### src/rtl/mux_pkg.sv
// Shared definitions for the round-robin stream multiplexer family.
package mux_pkg;

  localparam int MAX_CH = 16;

  typedef logic [$clog2(MAX_CH)-1:0] ch_idx_t;

  // Index width that stays at least one bit wide for degenerate channel counts.
  function automatic int clog2_min1(input int n);
    return (n <= 1) ? 1 : $clog2(n);
  endfunction

endpackage

### src/rtl/rr_arbiter.sv
// Rotating-priority arbiter: the first requester at or after ptr (mod NUM_CH) wins.
module rr_arbiter import mux_pkg::*; #(
  parameter int NUM_CH = 4,
  localparam int CH_W = clog2_min1(NUM_CH)
) (
  input  logic [NUM_CH-1:0] req,
  input  logic [CH_W-1:0]   ptr,
  output logic [NUM_CH-1:0] grant,
  output logic [CH_W-1:0]   grant_idx,
  output logic              any
);

  localparam logic [CH_W:0] NUM_CH_W = (CH_W+1)'(NUM_CH);

  logic [NUM_CH-1:0] rot;
  logic [CH_W-1:0]   off;
  logic [CH_W:0]     sum;

  // Rotate so ptr lands on bit 0; a fixed priority search then gives the offset.
  assign rot = NUM_CH'({req, req} >> ptr);
  assign any = |req;

  always_comb begin
    off = '0;
    for (int k = NUM_CH-1; k >= 0; k--)
      if (rot[k]) off = CH_W'(k);
  end

  always_comb begin
    sum = {1'b0, ptr} + {1'b0, off};
    if (sum >= NUM_CH_W) sum = sum - NUM_CH_W;
  end

  assign grant_idx = sum[CH_W-1:0];
  assign grant     = any ? (NUM_CH'(1) << grant_idx) : '0;

endmodule

### src/rtl/rr_stream_mux.sv
// Registered N:1 valid/ready stream mux with round-robin channel selection.
// Define RR_STREAM_MUX_LOCK_EN to hold the grant across multi-beat packets (in_last/out_last).
module rr_stream_mux import mux_pkg::*; #(
  parameter int NUM_CH = 4,
  parameter int DATA_W = 8,
  localparam int CH_W = clog2_min1(NUM_CH)
) (
  input  logic                     clk,
  input  logic                     rst_n,
  input  logic [NUM_CH-1:0]        in_valid,
  input  logic [NUM_CH*DATA_W-1:0] in_data,
`ifdef RR_STREAM_MUX_LOCK_EN
  input  logic [NUM_CH-1:0]        in_last,
  output logic                     out_last,
`endif
  output logic [NUM_CH-1:0]        in_ready,
  output logic                     out_valid,
  output logic [DATA_W-1:0]        out_data,
  output logic [CH_W-1:0]          out_ch,
  input  logic                     out_ready
);

  logic [NUM_CH-1:0][DATA_W-1:0] in_arr;
  logic [NUM_CH-1:0]             req, grant;
  logic [CH_W-1:0]               rr_ptr, grant_idx, next_ptr;
  logic                          any, pipe_ready, xfer;

  assign in_arr     = in_data;
  assign pipe_ready = !out_valid || out_ready;
  assign xfer       = rst_n && pipe_ready && any;
  assign in_ready   = xfer ? grant : '0;
  assign next_ptr   = (grant_idx == CH_W'(NUM_CH-1)) ? '0 : grant_idx + CH_W'(1);

`ifdef RR_STREAM_MUX_LOCK_EN
  localparam logic [0:0] ST_ARB    = 1'b0;
  localparam logic [0:0] ST_LOCKED = 1'b1;

  logic [0:0]      state;
  logic [CH_W-1:0] lock_ch;

  // Inside a packet only the owning channel is visible to the arbiter.
  assign req = (state == ST_LOCKED) ? (in_valid & (NUM_CH'(1) << lock_ch)) : in_valid;
`else
  assign req = in_valid;
`endif

  rr_arbiter #(.NUM_CH(NUM_CH)) u_arb (
    .req       (req),
    .ptr       (rr_ptr),
    .grant     (grant),
    .grant_idx (grant_idx),
    .any       (any)
  );

  always_ff @(posedge clk or negedge rst_n) begin
    if (!rst_n) begin
      out_valid <= 1'b0;
      out_data  <= '0;
      out_ch    <= '0;
      rr_ptr    <= '0;
`ifdef RR_STREAM_MUX_LOCK_EN
      out_last  <= 1'b0;
      state     <= ST_ARB;
      lock_ch   <= '0;
`endif
    end else if (xfer) begin
      out_valid <= 1'b1;
      out_data  <= in_arr[grant_idx];
      out_ch    <= grant_idx;
`ifdef RR_STREAM_MUX_LOCK_EN
      out_last  <= in_last[grant_idx];
      if (in_last[grant_idx]) begin
        state  <= ST_ARB;
        rr_ptr <= next_ptr;
      end else begin
        state   <= ST_LOCKED;
        lock_ch <= grant_idx;
      end
`else
      rr_ptr    <= next_ptr;
`endif
    end else if (out_ready) begin
      out_valid <= 1'b0;
    end
  end

endmodule

### config.mk
export PLATFORM = sky130hd
export DESIGN_NAME = rr_stream_mux
export DESIGN_NICKNAME = d
export VERILOG_FILES = /design/src/rtl/mux_pkg.sv /design/src/rtl/rr_arbiter.sv /design/src/rtl/rr_stream_mux.sv
export SDC_FILE = /design/constraint.sdc
export NUM_CORES = 1
export LEC_CHECK = 0
export BUFFER_PORTS_ARGS = -buffer_cell sky130_fd_sc_hd__buf_4
export CORE_ASPECT_RATIO = 0.7
export CORE_MARGIN = 2
export CORE_UTILIZATION = 35
export DETAILED_ROUTE_END_ITERATION = 16
export GPL_TIMING_DRIVEN = 0
export PLACE_DENSITY_LB_ADDON = 0.3
export SKIP_LAST_GASP = 1
export SLEW_MARGIN = 10
export SYNTH_ARGS = -nofsm -noshare
export SYNTH_HDL_FRONTEND = slang
export SYNTH_SLANG_ARGS = --single-unit
### constraint.sdc
create_clock -name clk -period 3.46 [get_ports clk]
set_input_delay 0.692 -clock clk [delete_from_list [all_inputs] [get_ports clk]]
set_output_delay 0.692 -clock clk [all_outputs]
set_load 0.05 [all_outputs]
==> qor.yml, run 1 <==
status:
  status: "completed"
routing:
  wl_per_cell_um: 15.5
  antenna_left: 0
  drt-met1-wl_um: 1430
  wl_met3_um: 329
  top_layer: "met4"
  via_per_inst: 5.55
  drtPass1Iterations: 4
  dr_wl_met2_um: 1550
  vias: 1216
  drt_iter0_drc: 70
  routed_wl_um: 3390
  route.detailed.drc: 0
power_and_ir_drop:
  power_density_mw_per_mm2: 1100
  vdd_drop_max_v: 0.000497
  p_leak_nw: 0.757
layout:
  antennaDiodeCount: 0
  area_delta_synth_final_pct: 59.8
  mostFrequentLayoutCells: "55 x buf_4, 20 x nor2b_1, 15 x nand2_1, 12 x dfrtp_1, 9 x o31ai_1"
  fin_area_mm2: 0.00175
  final_core_util: 0.608
  drive_gt1_frac: 0.470
  nNetsFinal: 225
  final_common_cell: "buf_4"
critical_path:
  cp_max_fo: 9
  start_kind: "input pin"
  worstPathArrival_ps: 2670
  critPathCaptureType: "primary output"
  worst-r2r-setup-slack_ps: 870
  critPathKind: "in -> out"
  required_ps: 2770
cts:
  clockBufferDepth: 2
  path_clk_slew_ps: 50
  cts_tree: "built"
  hold_buffers: 0
  clk_latency_ps: 250
  clock_sinks: 13
  htreeDepth: 1
  cts-buffers-inserted: 3
  cts_root_buffer: "clkbuf_8"
place:
  post-dp-hpwl_um: 2590
  placed_cell_area_mm2: 0.00157
  gp_congestion: 0.750
  port_buffers: 51
die:
  io_pins: 54
  num_rows: 16
  die_w_um: 70.9
  start_util: 0.380
  core-area_mm2: 0.00288
  die-area_mm2: 0.00360
  fp.dieH_um: 50.8
synthesis:
  syn_area_mm2: 0.00110
  ys_warn_count: 0
  synth.avg_cell_area_um2: 8.91
  synthArstFlopShare: 1.00
  seq_area_frac_synth: 0.297
  yosysUniqueCellTypes: 37
  ys.flop_type: "dfrtp_1"
  synth_nets: 164
  ys_seq_elements: 13
  synth_edf_count: 0
  postSynthCellCount: 123
grt:
  grt_pass1_vias: 1217
  antenna_found_initial: 0
  grt_util_all_layers: 0.196
  grt_max_degree: 20
  grt-ovfl-total: 0
  grt_pass1_wl_um: 5410
sta:
  setup_violations: 0
  hold_violations: 0
  fmax_mhz: 297
  min_period_ps: 3360
  worst_slew_pin_slew_ps: 534
  report.final.slew_viol_count: 0
  fin_crit_sh: 0.972
  clock_skew_ps: 0.813
  relSlewSlack: 0.641
hold_path:
  holdCritPathClass: "in -> async"
run:
  maxCapViolCount: 0
==> flip-flops by register name, indices dropped and copies added, names as in the netlist <==
signal     count
out_ch         2
out_data       8
rr_ptr         2
out_valid      1
==> critical path, stage by stage <==
cell	delay [ps]
buf_2	180
nor2_1	60
a21oi_1	150
a21oi_1	80
a211o_1	320
ha_4	210
xnor2_4	160
nor4_4	260
nor2_4	80
inv_4	80
ha_4	120
and2_4	130
buf_8	130
==> synthesized netlist by cell type, types with 2 or more instances <==
cell type,number,area [um2]
o31ai_1,9,67.6
nor2b_1,20,125
nand2b_1,2,12.5
o21ai_1,3,15.0
nand2_1,15,56.3
a221oi_1,9,78.8
dfrtp_1,13,325
nor2_1,5,18.8
a2111oi_0,7,61.3
ha_1,2,25.0
nor3_1,3,15.0
buf_2,4,20.0
clkbuf_1,4,15.0
a21oi_1,2,10.0
o21a_1,3,22.5
==> area by class of cell <==
| cell class | instances | area [um2] |
|---|---|---|
| Fill cell | 256 | 1130 |
| Multi-Input combinational cell | 98 | 816 |
| Timing Repair Buffer | 58 | 459 |
| Sequential cell | 13 | 327 |
| Buffer | 8 | 50.0 |
| Clock buffer | 4 | 45.0 |
| Tap cell | 36 | 45.0 |
| Inverter | 2 | 10.0 |
==> cells by family (layout without fill, tap and decap cells) <==
family | count (synthesis) | count (layout) | synth area share
xor+xnor | 2 | 2 | 0.0160
flops | 13 | 13 | 0.297
compound gates | 38 | 38 | 0.297
buf+inv | 12 | 72 | 0.0559
mux | 2 | 2 | 0.0194
fa+ha+maj | 2 | 2 | 0.0228
simple gates | 54 | 54 | 0.292
==> metal layers <==
metal  global-route usage  vias up
met1                0.236      554
met4                0.101        0
met2                0.313       63
met3               0.0651       10
li1                     -      589
met5                    0        -
==> final timing paths <==
path,startpoint,depth (start not counted),to
worst min register to register,out_data[5],2,out_data[5]
worst max-delay path,in_valid[2],13,in_ready[3]
worst max register to register,rr_ptr[0],13,rr_ptr[1]
worst min-delay path,rst_n,1,out_valid
min in group clk,out_data[5],2,out_data[5]
max in group asynchronous,rst_n,1,rr_ptr[0]
==> where the power goes <==
group          internal [mW]  total (mW)  switching [mW]
registers              0.225       0.272          0.0473
clock network         0.0816       0.138          0.0565
logic                  0.608        1.51           0.901
==> per-stage QoR <==
stage	power, mW	setup TNS, ps	hold WS [ps]	setup WS, ps	std cells
6_report	1.92	0	284	95.6	219
5_1_grt	2.05	-77.7	286	-25.2	219
4_1_cts	1.83	0	289	17.2	217
3_5_place_dp	1.52	-799	467	-355	210
3_3_place_gp	1.49	-609	462	-303	210
2_1_floorplan	1.20	0	396	14.5	123
==> timing repair <==
item	in CTS	in global routing
pin swaps	5	6
endpoints found under the setup margin	4	4
gates resized for setup	10	6
setup buffers	5	2
(Power assumes the default switching activity.)
==> run 2: changes to the inputs <==
CORE_UTILIZATION = 41   (was 35)
==> run 2 against run 1 <==
Compared with the run above:
- critical path depth is the same
- count of clock-buffer cells in the layout is the same
- utilization grew 11 points
- largest power group unchanged
- non-clock buffer count grew 6
- first-iteration DRC count shrank 44%
- register-to-register slack lost 110 ps
- worst hold slack gained 2.5 ps
- sequential share of layout area shrank 0.47 points
- highest routed layer unchanged
- die area shrank 14%
- clock power is essentially flat
- combinational power grew 3%
==> qor.yml, run 2 (synthesis gave the netlist of run 1 again) <==
status:
  status: "completed"
routing:
  drt_iter0_drc: 39
  via_per_inst: 5.78
  wl_per_cell_um: 16.0
  vias: 1289
  route.detailed.drc: 0
  routed_wl_um: 3560
  drtPass1Iterations: 5
  antenna_left: 0
layout:
  fillers: 188
  antennaDiodeCount: 0
  drive_gt1_frac: 0.487
  final_common_cell: "buf_4"
  area_delta_synth_final_pct: 63.4
  top_regs: "out_data (8), out_ch (2), rr_ptr (2)"
  mostFrequentLayoutCells: "60 x buf_4, 19 x nor2b_1, 15 x nand2_1, 13 x dfrtp_1, 9 x o31ai_1"
  largest_reg_flops: 8
  regMostFlops: "out_data"
  nNetsFinal: 231
grt:
  antenna_found_initial: 0
  grt_max_degree: 15
  grt_util_all_layers: 0.242
  grt-ovfl-total: 0
  grt_pass1_vias: 1187
  grt_pass1_wl_um: 5460
critical_path:
  start_kind: "register"
  worst-r2r-setup-slack_ps: 760
  r2r-start: "rr_ptr[0]"
  critPathCaptureType: "primary output"
  worst_path_most_repeated_cell: "buf_6"
  worstPathArrival_ps: 2680
  crit_chain: "buf_6 -> nor2b_4 -> a221oi_2 -> a21oi_1 -> a211o_1 -> ha_4 -> xnor2_4 -> nor4_4 -> nor2_2 -> inv_2 -> buf_4 -> nor3_4 -> buf_6"
  required_ps: 2770
  worstReg2RegEnd: "out_data[1]"
  slowest_delay_ps: 400
  critPathKind: "reg -> out"
  rr_worst_depth: 11
  cpMaxStageDelayCell: "dfrtp_1"
  cp_max_fo: 8
sta:
  final.setup.tns_ps: 0
  clock_skew_ps: 2.24
  setup_violations: 0
  report.final.slew_viol_count: 0
  worst_slew_pin_slew_ps: 548
  relSlewSlack: 0.632
  hold_violations: 0
  hold_ws_ps: 286
  rsz0062_at_grt: "true"
  fmax_mhz: 296
  fin_crit_sh: 0.976
  min_period_ps: 3380
run:
  maxCapViolCount: 0
cts:
  cts-buffers-inserted: 3
  htreeDepth: 1
  clk_latency_ps: 250
  path_clk_slew_ps: 50
  cts_root_buffer: "clkbuf_8"
  clockBufferDepth: 2
  clock_sinks: 13
  cts_tree: "built"
die:
  die_w_um: 65.8
  core-area_mm2: 0.00250
  io_pins: 54
  die-area_mm2: 0.00311
  start_util: 0.439
  num_rows: 15
  fp.dieH_um: 47.3
place:
  port_buffers: 51
  gp_congestion: 0.772
  post-dp-hpwl_um: 2530
power_and_ir_drop:
  power_density_mw_per_mm2: 1100
  p_leak_nw: 0.788
  vdd_drop_max_v: 0.000557
hold_path:
  holdCritPathClass: "in -> async"
-- run 2: worst max path at each step --
stage / from / to / slack (ps) / depth (start not counted)
6_report: rr_ptr[0] / in_ready[0] / 80 / 13
5_1_grt: rr_ptr[0] / in_ready[3] / -30 / 13
4_1_cts: rr_ptr[0] / in_ready[3] / 30 / 13
3_5_place_dp: in_valid[0] / in_ready[3] / -390 / 13
3_3_place_gp: in_valid[0] / in_ready[3] / -330 / 13
2_1_floorplan: in_valid[0] / in_ready[3] / 10 / 12
-- run 2: stage by stage --
stage | setup slack (ps) | area (um2) | power (mW) | util | instances
floorplan | 14.5 | 1140 | 1.20 | - | 123
global placement | -333 | 1560 | 1.49 | 0.627 | 208
detailed placement | -389 | 1560 | 1.53 | 0.627 | 208
CTS | 25.7 | 1700 | 1.84 | 0.680 | 217
global route | -29.9 | 1790 | 2.10 | 0.717 | 223
finish | 83.5 | 1790 | 1.96 | 0.717 | 223
-- run 2: repair_timing --
| item | 4_1_cts | 5_1_grt |
|---|---|---|
| gates resized for setup | 9 | 10 |
| endpoints found under the setup margin | 4 | 4 |
| hold buffers | 0 | 0 |
| pin swaps | 3 | 6 |
| endpoints found under the hold margin | 0 | 0 |
| setup buffers | 5 | 6 |
-- run 2: area by class of cell --
class	count	area, um2	area share
timing repair buffer	62	480	0.268
buffer	10	71.3	0.0398
multi-input combinational	98	818	0.457
clock buffer	4	45.0	0.0252
tap	34	42.5	0.0238
sequential	13	325	0.182
inverter	2	7.51	0.00419
-- run 2: layer usage --
layer,up-vias,share of wire,global-route usage
met4,0,0.0073,0.0750
met3,4,0.089,0.0815
met1,614,0.41,0.286
met5,-,0,0
li1,596,-,-
met2,75,0.49,0.430
-- run 2: report_power, final --
part	internal [mW]	total [mW]	leakage [nW]	switching, mW
clock network	0.0815	0.139	0.0228	0.0575
logic	0.635	1.56	0.607	0.927
registers	0.223	0.264	0.158	0.0409
total	0.940	1.96	0.788	1.02
-- run 2: critical path, delay by kind of cell, from the launching register on --
kind / cells / cell delay (ps)
flip-flops: 1 / 400
AND/OR/NAND/NOR: 4 / 440
buffers and inverters: 4 / 530
adder cells (fa/ha/maj): 1 / 210
AO/OA/AOI/OAI: 3 / 600
XOR/XNOR: 1 / 240
==> run 3: changes to the inputs <==
CORE_UTILIZATION = 45   (was 41)
clock period = 3.2 ns   (was 3.46 ns; I/O delays follow)
==> run 3 against run 2 <==
Compared with the run above:
- the run now ends with negative setup slack left
- clock power fell by 22%
- non-clock buffer count decreased by 1
- die area is 8.3% lower
- critical endpoint is now in_ready[3]
- highest routed layer unchanged
==> qor.yml, run 3 (synthesis gave the netlist of run 1 again) <==
critical_path:
  slowest_delay_ps: 380
  critPathCaptureType: "primary output"
  worst_path_most_repeated_cell: "ha_4"
  r2r-start: "rr_ptr[1]"
  critPathKind: "reg -> out"
  worst-r2r-setup-slack_ps: 550
  path_delay_family: "compound AO/OA/AOI/OAI gates"
  cpMaxStageDelayCell: "dfrtp_1"
  required_ps: 2560
  rr_worst_depth: 10
  startpoint: "rr_ptr[1]"
  crit_chain: "buf_2 -> a221oi_2 -> a21oi_1 -> a211o_1 -> ha_4 -> xnor2_4 -> nor4_4 -> nor2_4 -> inv_2 -> ha_4 -> and2_4 -> buf_8"
  start_kind: "register"
  worstPathArrival_ps: 2620
  cp_num_buf_inv: 3
  worstReg2RegEnd: "out_data[3]"
  cp_max_fo: 10
grt:
  antenna_found_initial: 0
  grt_util_all_layers: 0.283
  met1_usage: 0.362
  use_met2: 0.491
  gr-usage-met3: 0.0499
  grt_pass1_wl_um: 6040
  busiest_layer: "met2"
  grt-ovfl-total: 0
  grt_max_degree: 20
  grt_pass1_vias: 1264
layout:
  fin_area_mm2: 0.00178
  nNetsFinal: 230
  regMostFlops: "out_data"
  mostFrequentLayoutCells: "58 x buf_4, 19 x nor2b_1, 15 x nand2_1, 12 x dfrtp_1, 9 x o31ai_1"
  top_regs: "out_data (8), out_ch (2), rr_ptr (2)"
  area_delta_synth_final_pct: 62.7
  largest_reg_flops: 8
  drive_gt1_frac: 0.495
  final_common_cell: "buf_4"
  antennaDiodeCount: 0
run:
  maxCapViolCount: 0
status:
  status: "finished with violations"
  failed_checks: "negative setup slack"
cts:
  htreeDepth: 1
  clockBufferDepth: 2
  cts-buffers-inserted: 3
  clock_sinks: 13
  cts_tree: "built"
  cts_root_buffer: "clkbuf_4"
  path_clk_slew_ps: 90
  clk_latency_ps: 300
sta:
  min_period_ps: 3260
  relSlewSlack: 0.603
  setup_violations: 4
  final.setup.tns_ps: -95.4
  rsz0062_at_grt: "true"
  report.final.slew_viol_count: 0
  hold_violations: 0
  clock_skew_ps: 13.5
  fin_crit_sh: 1.02
  worst_slew_pin_slew_ps: 591
  fmax_mhz: 307
  setup_ws_ps: -58.5
routing:
  antenna_left: 0
  drt_iter0_drc: 122
  wl_per_cell_um: 17.7
  vias: 1335
  route.detailed.drc: 0
  via_per_inst: 6.07
  drtPass1Iterations: 5
  routed_wl_um: 3890
place:
  placed_cell_area_mm2: 0.00163
  post-dp-hpwl_um: 2670
  dp_slack_ps: -399
  port_buffers: 51
  gp_congestion: 0.804
die:
  die_w_um: 63.0
  fp.dieH_um: 45.3
  core-area_mm2: 0.00222
  start_util: 0.493
  die-area_mm2: 0.00285
  num_rows: 14
  io_pins: 54
hold_path:
  holdCritPathClass: "in -> async"
power_and_ir_drop:
  vdd_drop_max_v: 0.000647
  power_density_mw_per_mm2: 1190
  p_leak_nw: 0.779
[run 3: cell count changes in the layout (fill, tap and decap cells not counted), sizes merged]
cell,delta
buf,-1
[run 3: worst max path at each step]
stage	slack [ps]	endpoint	cells after the start
floorplan	-10	in_ready[3]	12
global placement	-340	in_ready[3]	12
detailed placement	-400	in_ready[3]	13
CTS	-210	in_ready[3]	13
global route	-150	in_ready[3]	12
finish	-60	in_ready[3]	12
[run 3: layer usage]
layer  share of wire  vias to the layer above
met4           0.029                        0
met1            0.39                      632
met3           0.081                       19
met5               0                        -
li1                -                      598
met2            0.50                       86
[run 3: repair_timing]
| item | in CTS | in global routing |
|---|---|---|
| pin swaps | 7 | 4 |
| gates resized for setup | 10 | 3 |
| hold buffers | 0 | 0 |
| endpoints found under the hold margin | 0 | 0 |
| endpoints found under the setup margin | 4 | 4 |
| buffers inserted | 11 | 1 |
[run 3: worst register-to-register path: cells and delay by family (launching register included)]
family	cells	cell delay, ps
simple gates	1	190
buf+inv	2	380
compound gates	5	1170
xor+xnor	1	190
fa+ha+maj	1	210
flops	1	380
[run 3: layout make-up]
| type | count | area (um2) |
|---|---|---|
| multi-input combinational | 98 | 831 |
| timing repair buffer | 63 | 495 |
| fill | 146 | 442 |
| sequential | 13 | 327 |
| buffer | 8 | 56.3 |
| tap | 32 | 40.0 |
| clock buffer | 4 | 26.3 |
| inverter | 2 | 7.51 |
[run 3: power breakdown]
| part | leakage (nW) | internal, mW | total (mW) | switching (mW) |
|---|---|---|---|---|
| logic | 0.607 | 0.691 | 1.72 | 1.03 |
| clock network | 0.0150 | 0.0486 | 0.109 | 0.0608 |
| registers | 0.157 | 0.242 | 0.292 | 0.0501 |
[run 3: through the flow]
stage	hold slack [ps]	cells	power [mW]	utilization
after floorplan	344	123	1.39	-
after detailed placement	468	206	1.75	0.732
after global routing	183	220	2.24	0.801
after CTS	190	220	2.04	0.796
final	180	220	2.12	0.801
after global placement	461	206	1.71	0.732
